## src/rtl/hazard_unit_pkg.sv

```systemverilog
// Shared types and helpers for the hazard controller: shadow tag bundle,
// forwarding-select codes and the operand forwarding priority function.
package hazard_unit_pkg;

    localparam logic [1:0] FWD_RF  = 2'b00;
    localparam logic [1:0] FWD_MEM = 2'b01;
    localparam logic [1:0] FWD_WB  = 2'b10;

    typedef struct packed {
        logic       valid;
        logic [4:0] dest;
        logic       reg_write;
        logic       mem_read;
        logic [4:0] rs;
        logic [4:0] rt;
        logic       read_rs;
        logic       read_rt;
    } tag_t;

    localparam int TAG_W = $bits(tag_t);

    // The younger producer in MEM beats the older one in WB; $0 is never forwarded.
    function automatic logic [1:0] fwd_sel(input logic rd, input logic [4:0] src,
                                           input tag_t mem, input tag_t wb);
        logic [1:0] sel;
        if (rd && (src != 5'd0) && mem.reg_write && (mem.dest == src)) begin
            sel = FWD_MEM;
        end else if (rd && (src != 5'd0) && wb.reg_write && (wb.dest == src)) begin
            sel = FWD_WB;
        end else begin
            sel = FWD_RF;
        end
        return sel;
    endfunction

endpackage

```

## src/rtl/hazard_tag_reg.sv

```systemverilog
// One shadow pipeline stage: tag bundle register with synchronous reset and
// a bubble-insert clear that loads an all-zero tag.
module hazard_tag_reg
    import hazard_unit_pkg::*;
(
    input  logic             clk,
    input  logic             rst,
    input  logic             clr_i,
    input  logic [TAG_W-1:0] tag_i,
    output logic [TAG_W-1:0] tag_o
);

    logic [TAG_W-1:0] tag_q;
    logic [TAG_W-1:0] tag_d;

    // Next tag: a bubble is indistinguishable from an empty slot.
    always_comb begin
        tag_d = tag_i;
        if (clr_i) begin
            tag_d = {TAG_W{1'b0}};
        end else begin
            tag_d = tag_i;
        end
    end

    // Stage register.
    always_ff @(posedge clk) begin
        if (rst) begin
            tag_q <= {TAG_W{1'b0}};
        end else begin
            tag_q <= tag_d;
        end
    end

    assign tag_o = tag_q;

endmodule

```

## src/rtl/hazard_unit.sv

```systemverilog
// Hazard controller for the 5-stage forwarding CPU: load-use stall, redirect
// and jump flush, EX operand forwarding selects and saturating event counters.
module hazard_unit
    import hazard_unit_pkg::*;
#(
    parameter int CNT_W = 16
) (
    input  logic             clk,
    input  logic             rst,
    input  logic             id_valid,
    input  logic [4:0]       id_rs,
    input  logic [4:0]       id_rt,
    input  logic             id_read_rs,
    input  logic             id_read_rt,
    input  logic [4:0]       id_dest,
    input  logic             id_reg_write,
    input  logic             id_mem_read,
    input  logic             id_jump,
    input  logic             ex_redirect,
    output logic             stall,
    output logic             bubble,
    output logic             flush_if_id,
    output logic [1:0]       fwd_a,
    output logic [1:0]       fwd_b,
    output logic [CNT_W-1:0] stall_cnt,
    output logic [CNT_W-1:0] flush_cnt
);

    localparam logic [CNT_W-1:0] CNT_MAX = {CNT_W{1'b1}};
    localparam logic [CNT_W-1:0] CNT_ONE = {{(CNT_W-1){1'b0}}, 1'b1};

    tag_t             id_tag_s;
    tag_t             ex_s;
    tag_t             mem_s;
    tag_t             wb_s;
    logic [TAG_W-1:0] ex_vec_s;
    logic [TAG_W-1:0] mem_vec_s;
    logic [TAG_W-1:0] wb_vec_s;
    logic             load_use_s;
    logic             stall_s;
    logic             bubble_s;
    logic             flush_s;
    logic [CNT_W-1:0] stall_cnt_q;
    logic [CNT_W-1:0] stall_cnt_d;
    logic [CNT_W-1:0] flush_cnt_q;
    logic [CNT_W-1:0] flush_cnt_d;

    // ID tag capture; an invalid ID slot must not look like a producer or consumer.
    always_comb begin
        id_tag_s.valid     = id_valid;
        id_tag_s.dest      = id_dest;
        id_tag_s.reg_write = id_reg_write & id_valid;
        id_tag_s.mem_read  = id_mem_read & id_valid;
        id_tag_s.rs        = id_rs;
        id_tag_s.rt        = id_rt;
        id_tag_s.read_rs   = id_read_rs & id_valid;
        id_tag_s.read_rt   = id_read_rt & id_valid;
    end

    hazard_tag_reg u_ex (
        .clk   (clk),
        .rst   (rst),
        .clr_i (bubble_s),
        .tag_i (id_tag_s),
        .tag_o (ex_vec_s)
    );

    hazard_tag_reg u_mem (
        .clk   (clk),
        .rst   (rst),
        .clr_i (1'b0),
        .tag_i (ex_vec_s),
        .tag_o (mem_vec_s)
    );

    hazard_tag_reg u_wb (
        .clk   (clk),
        .rst   (rst),
        .clr_i (1'b0),
        .tag_i (mem_vec_s),
        .tag_o (wb_vec_s)
    );

    assign ex_s  = ex_vec_s;
    assign mem_s = mem_vec_s;
    assign wb_s  = wb_vec_s;

    // Stall/bubble/flush decision; a redirect squashes the load-use stall.
    always_comb begin
        load_use_s = id_valid & ex_s.mem_read & ex_s.reg_write & (ex_s.dest != 5'd0) &
                     ((id_read_rs & (id_rs == ex_s.dest)) |
                      (id_read_rt & (id_rt == ex_s.dest)));
        if (ex_redirect) begin
            stall_s  = 1'b0;
            bubble_s = 1'b1;
            flush_s  = 1'b1;
        end else begin
            stall_s  = load_use_s;
            bubble_s = load_use_s;
            flush_s  = id_jump & id_valid;
        end
    end

    // Saturating counter next-state.
    always_comb begin
        stall_cnt_d = stall_cnt_q;
        flush_cnt_d = flush_cnt_q;
        if (stall_s && (stall_cnt_q != CNT_MAX)) begin
            stall_cnt_d = stall_cnt_q + CNT_ONE;
        end else begin
            stall_cnt_d = stall_cnt_q;
        end
        if (flush_s && (flush_cnt_q != CNT_MAX)) begin
            flush_cnt_d = flush_cnt_q + CNT_ONE;
        end else begin
            flush_cnt_d = flush_cnt_q;
        end
    end

    // Counter registers.
    always_ff @(posedge clk) begin
        if (rst) begin
            stall_cnt_q <= {CNT_W{1'b0}};
            flush_cnt_q <= {CNT_W{1'b0}};
        end else begin
            stall_cnt_q <= stall_cnt_d;
            flush_cnt_q <= flush_cnt_d;
        end
    end

    assign stall       = stall_s;
    assign bubble      = bubble_s;
    assign flush_if_id = flush_s;
    assign fwd_a       = fwd_sel(ex_s.read_rs, ex_s.rs, mem_s, wb_s);
    assign fwd_b       = fwd_sel(ex_s.read_rt, ex_s.rt, mem_s, wb_s);
    assign stall_cnt   = stall_cnt_q;
    assign flush_cnt   = flush_cnt_q;

endmodule
```

## config.mk

```make
export PLATFORM = sky130hd
export DESIGN_NAME = hazard_unit
export DESIGN_NICKNAME = d
export VERILOG_FILES = /design/src/rtl/hazard_unit_pkg.sv /design/src/rtl/hazard_tag_reg.sv /design/src/rtl/hazard_unit.sv
export SDC_FILE = /design/constraint.sdc
export NUM_CORES = 1
export LEC_CHECK = 0
export ABC_AREA = 1
export CAP_MARGIN = 5
export CORE_ASPECT_RATIO = 0.7
export CORE_UTILIZATION = 52
export CTS_CLUSTER_SIZE = 28
export DETAILED_ROUTE_END_ITERATION = 8
export PLACE_DENSITY_LB_ADDON = 0.2
export SYNTH_ARGS = -nofsm -noshare
export SYNTH_HDL_FRONTEND = slang
export SYNTH_SLANG_ARGS = --single-unit
```

## constraint.sdc

```tcl
create_clock -name clk -period 1.65 [get_ports clk]
set_clock_uncertainty 0.05 [all_clocks]
set_input_delay 0.2475 -clock clk [delete_from_list [all_inputs] [get_ports clk]]
set_output_delay 0.2475 -clock clk [all_outputs]
set_load 0.01 [all_outputs]
```

==> summary.md <==
| Metric | Value |
|---|---|
| Die area | 0.006409 mm2 |
| Reg2reg setup slack | -0.16 ns |
| Total wire length | 12.04 mm |
| Worst R2R Start | u_ex.tag_o[15] |
| Avg Inst Size Synth | 6.554 um2 |
| Max Cap Violations | 0 |
| Aggregate global routing overflow | 0 |
| Min-Delay Path Class | in -> reg |
| Max clock buf depth | 2 |
| WP data arrival | 1.66 ns |
| Clock slew at reported path FFs | roughly 0.080 ns |
| Seq/Total Area, Yosys | 39.84% |
| Final worst path period need | 1.959 ns |
| Synth unique cells | 34 |
| Total track usage | 30.13% |
| Largest net degree at the start of global routing | 20 |
| Worst reg2reg endpoint | stall_cnt[14] |
| Fin nets | approximately 650 |
| Detailed-route via count | 3,971 |
| Worst-Margin Slew | 0.3580 ns |
| Crit path buf inv count | 2 |
| Fin worst setup slack | -0.3093 ns |
| Yosys warning count | 0 |
| Initial core utilization | 54.73% |
| Synthesized flop and latch total | 63 |
| Slew Limit Fails | 0 |
| Core area | 0.005784 mm2 |
| Largest stage delay, worst path | 0.37 ns |
| Rows | 23 |
| Top cells by count, synth | nand2_1, nor2_1, inv_1 |
| Tot Pwr | 0.003398 W |
| Final setup fails | 26 |
| Die Wd | 95.26 um |
| Layout area overhead | 57.43% |
| Most common flop cell mapped by yosys | dfxtp_1 |
| Final Cell Area | around 0.0050 mm2 |
| Critical-path top delay cell | dfxtp_4 |
| Synth area leaders | dfxtp_1, nand2_1, nor2_1, inv_1, nand3_1 |
| VDD IR max | 0.0004561 V |
| Clk_lat worst skew | between 0.3 and 0.4 ns |
| Clk root buf | clkbuf_8 |
| # H-tree levels | 3 |
| CTS tree | done |
| Hold Vio Cnt, Final | 0 |
| Startpoint types | flop |
| Leakage | 2.412 nW |
| Hold buffers post-CTS | 0 |
| Post-route ant nets | 0 |
| Hold depth | 4 |
| Largest area contributor in the netlist | dfxtp_1 |
| Area share of the largest cell type after synthesis | between 30% and 40% |
| DP HPWL | ~6.3 mm |
| Die H | between 60 and 70 um |
| # clock sinks | 63 |
| Endpoint of the worst hold path | u_ex.tag_o[3] |
| Maximum fanout along the worst path | 3 |
| Outcome | finished, violations left |
| Initial DRC Count | 441 |
| CP Cell Sequence | o41ai_2 > inv_1 > nand2_2 > nor2_4 > nor2_1 > buf_2 |
| Asr flop ratio synth | 0% |
| Share of layout cells above drive strength 1 | 29.78% |
| Crit path capture type | primary output |
| RSZ-0062 raised after global routing | true |
| Crit path max-delay family | flip-flops |
| Hold_sp | id_rt[1] |
| Number of remaining DRC errors | 0 |
| Power per cell area | 681.8 mW/mm2 |
| Fmax | roughly 0.5 GHz |
| First-pass GRT wire length | 14.51 mm |
| # port buffers | just over 60 |
| Via density per instance | 5.649 |
| Top-count cell post-synth | nand2_1 |
| Post-synth EDFFs | 0 |
| Worst Path Required | between 1 and 1.5 ns |
| Wirelength per Cell | 17.13 um |
| Final cycle utilization of the critical path | 118.7% |
| # diodes | 0 |
| Post-synthesis cell count | 483 |
| Worst rel slew slack | 76.04% |
| Initial antenna violation count | 0 |
| Vias in the first global route | 3,116 |
| Worst-case reg-to-reg path depth | 12 |
| Syn Nets | 509 |
| Io pins | between 60 and 70 |
| Pre-Repair DR Iteration Count | 5 |
| Synth Cell Area | 0.003166 mm2 |
| RD Place Congestion | 0.8660 |
| Post-DP Area | 0.004274 mm2 |
| Violated checks | setup timing |
| CTS buffer count | 9 |
| Crit Path Class | reg -> out |
registers in the layout, summed over array words and instances, names as in the netlist:
signal / flops
u_ex.tag_o: 19
flush_cnt: 16
stall_cnt: 16
u_wb.tag_o: 6
u_mem.tag_o: 6
how the worst max path moves through the flow:
stage	startpoint	endpoint	slack, ns	depth (start not counted)
after detailed placement	id_rs[1]	stall	-0.58	10
after CTS	u_ex.tag_o[8]	fwd_a[1]	-0.22	8
final	u_ex.tag_o[9]	fwd_a[1]	-0.31	6
after floorplan	flush_cnt[1]	flush_cnt[7]	0.1	8
after global placement	id_rt[2]	stall	-0.56	10
after global routing	u_ex.tag_o[9]	fwd_a[1]	-0.37	6
worst min-delay path, stage by stage:
cell and delay, ns:
dlymetal6s2s_1 0.13, inv_1 0.08, buf_4 0.11, nor2_1 0.04
layout by cell type, fill, tap and decap left out, drive strengths merged:
cell / Yosys / final
clkinv: 1 / 2
a211oi: 2 / 2
o41ai: 2 / 2
o21bai: 3 / 3
o221ai: 1 / 1
nand4: 12 / 12
a21boi: 1 / 1
inv: 79 / 79
a21oi: 17 / 17
nor2: 107 / 107
xor2: 4 / 4
a31oi: 1 / 1
dlygate4sd2: 0 / 10
clkbuf: 2 / 11
nand3: 23 / 25
clkinvlp: 0 / 3
nor3: 10 / 10
nand2: 118 / 118
buf: 4 / 77
o22ai: 3 / 3
o21ai: 17 / 17
dlymetal6s2s: 0 / 14
ha: 2 / 2
xnor2: 8 / 8
clkdlybuf4s50: 0 / 32
bufinv: 0 / 1
o2111ai: 2 / 2
nor4: 1 / 1
dfxtp: 63 / 63
stage by stage:
stage | setup WS, ns | hold WS [ns] | utilization (%) | setup TNS, ns | cells
3_3_place_gp | -0.5570 | 0.3917 | 73.89 | -9.891 | 670
3_5_place_dp | -0.5820 | 0.3944 | 73.89 | -12.31 | 670
2_1_floorplan | 0.09739 | 0.3097 | - | 0 | 483
5_1_grt | -0.3746 | 0.2324 | 86.16 | -5.369 | 703
4_1_cts | -0.2243 | 0.2556 | 80.10 | -0.9322 | 695
6_report | -0.3093 | 0.2268 | 86.16 | -2.694 | 703
per-layer routing:
layer | global-route usage, % | share of wire [%]
met5 | 0 | 0
met4 | 11.93 | 4.4
met3 | 5.856 | 9.9
met2 | 50.09 | 48
met1 | 38.67 | 38
where the power goes:
part / switching, W / internal [W] / total, W
Combinational: 0.000207 / 0.000202 / 0.000409
Sequential: 0.0000338 / 0.00155 / 0.00158
Clock: 0.000670 / 0.000736 / 0.00141
area by class of cell:
cell class                      count  area, um2
Clock buffer                       11      141.4
Clock inverter                      5      57.56
Fill cell                         302      800.8
Inverter                           80      307.8
Multi-Input combinational cell    336       1861
Sequential cell                    63       1306
Tap cell                           75      93.84
Timing Repair Buffer              133       1216
logic make-up after synthesis:
logic type | count (synthesis) | share of synthesized area [%]
DFF | 63 | 39.84
adders and majority gates | 2 | 0.7904
and+or+nand+nor | 271 | 36.36
AOI/OAI and AO/OA | 49 | 8.973
xor gates and xnor gates | 12 | 3.320
buffers and inverters | 86 | 10.71
timing repair:
item,CTS,global route
buffers inserted,9,7
endpoints found under the hold margin,0,0
endpoints found under the setup margin,21,73
resized for setup,84,84
pin swaps,16,26
cloned,0,2
No activity file was read; power rests on OpenSTA's default activity.
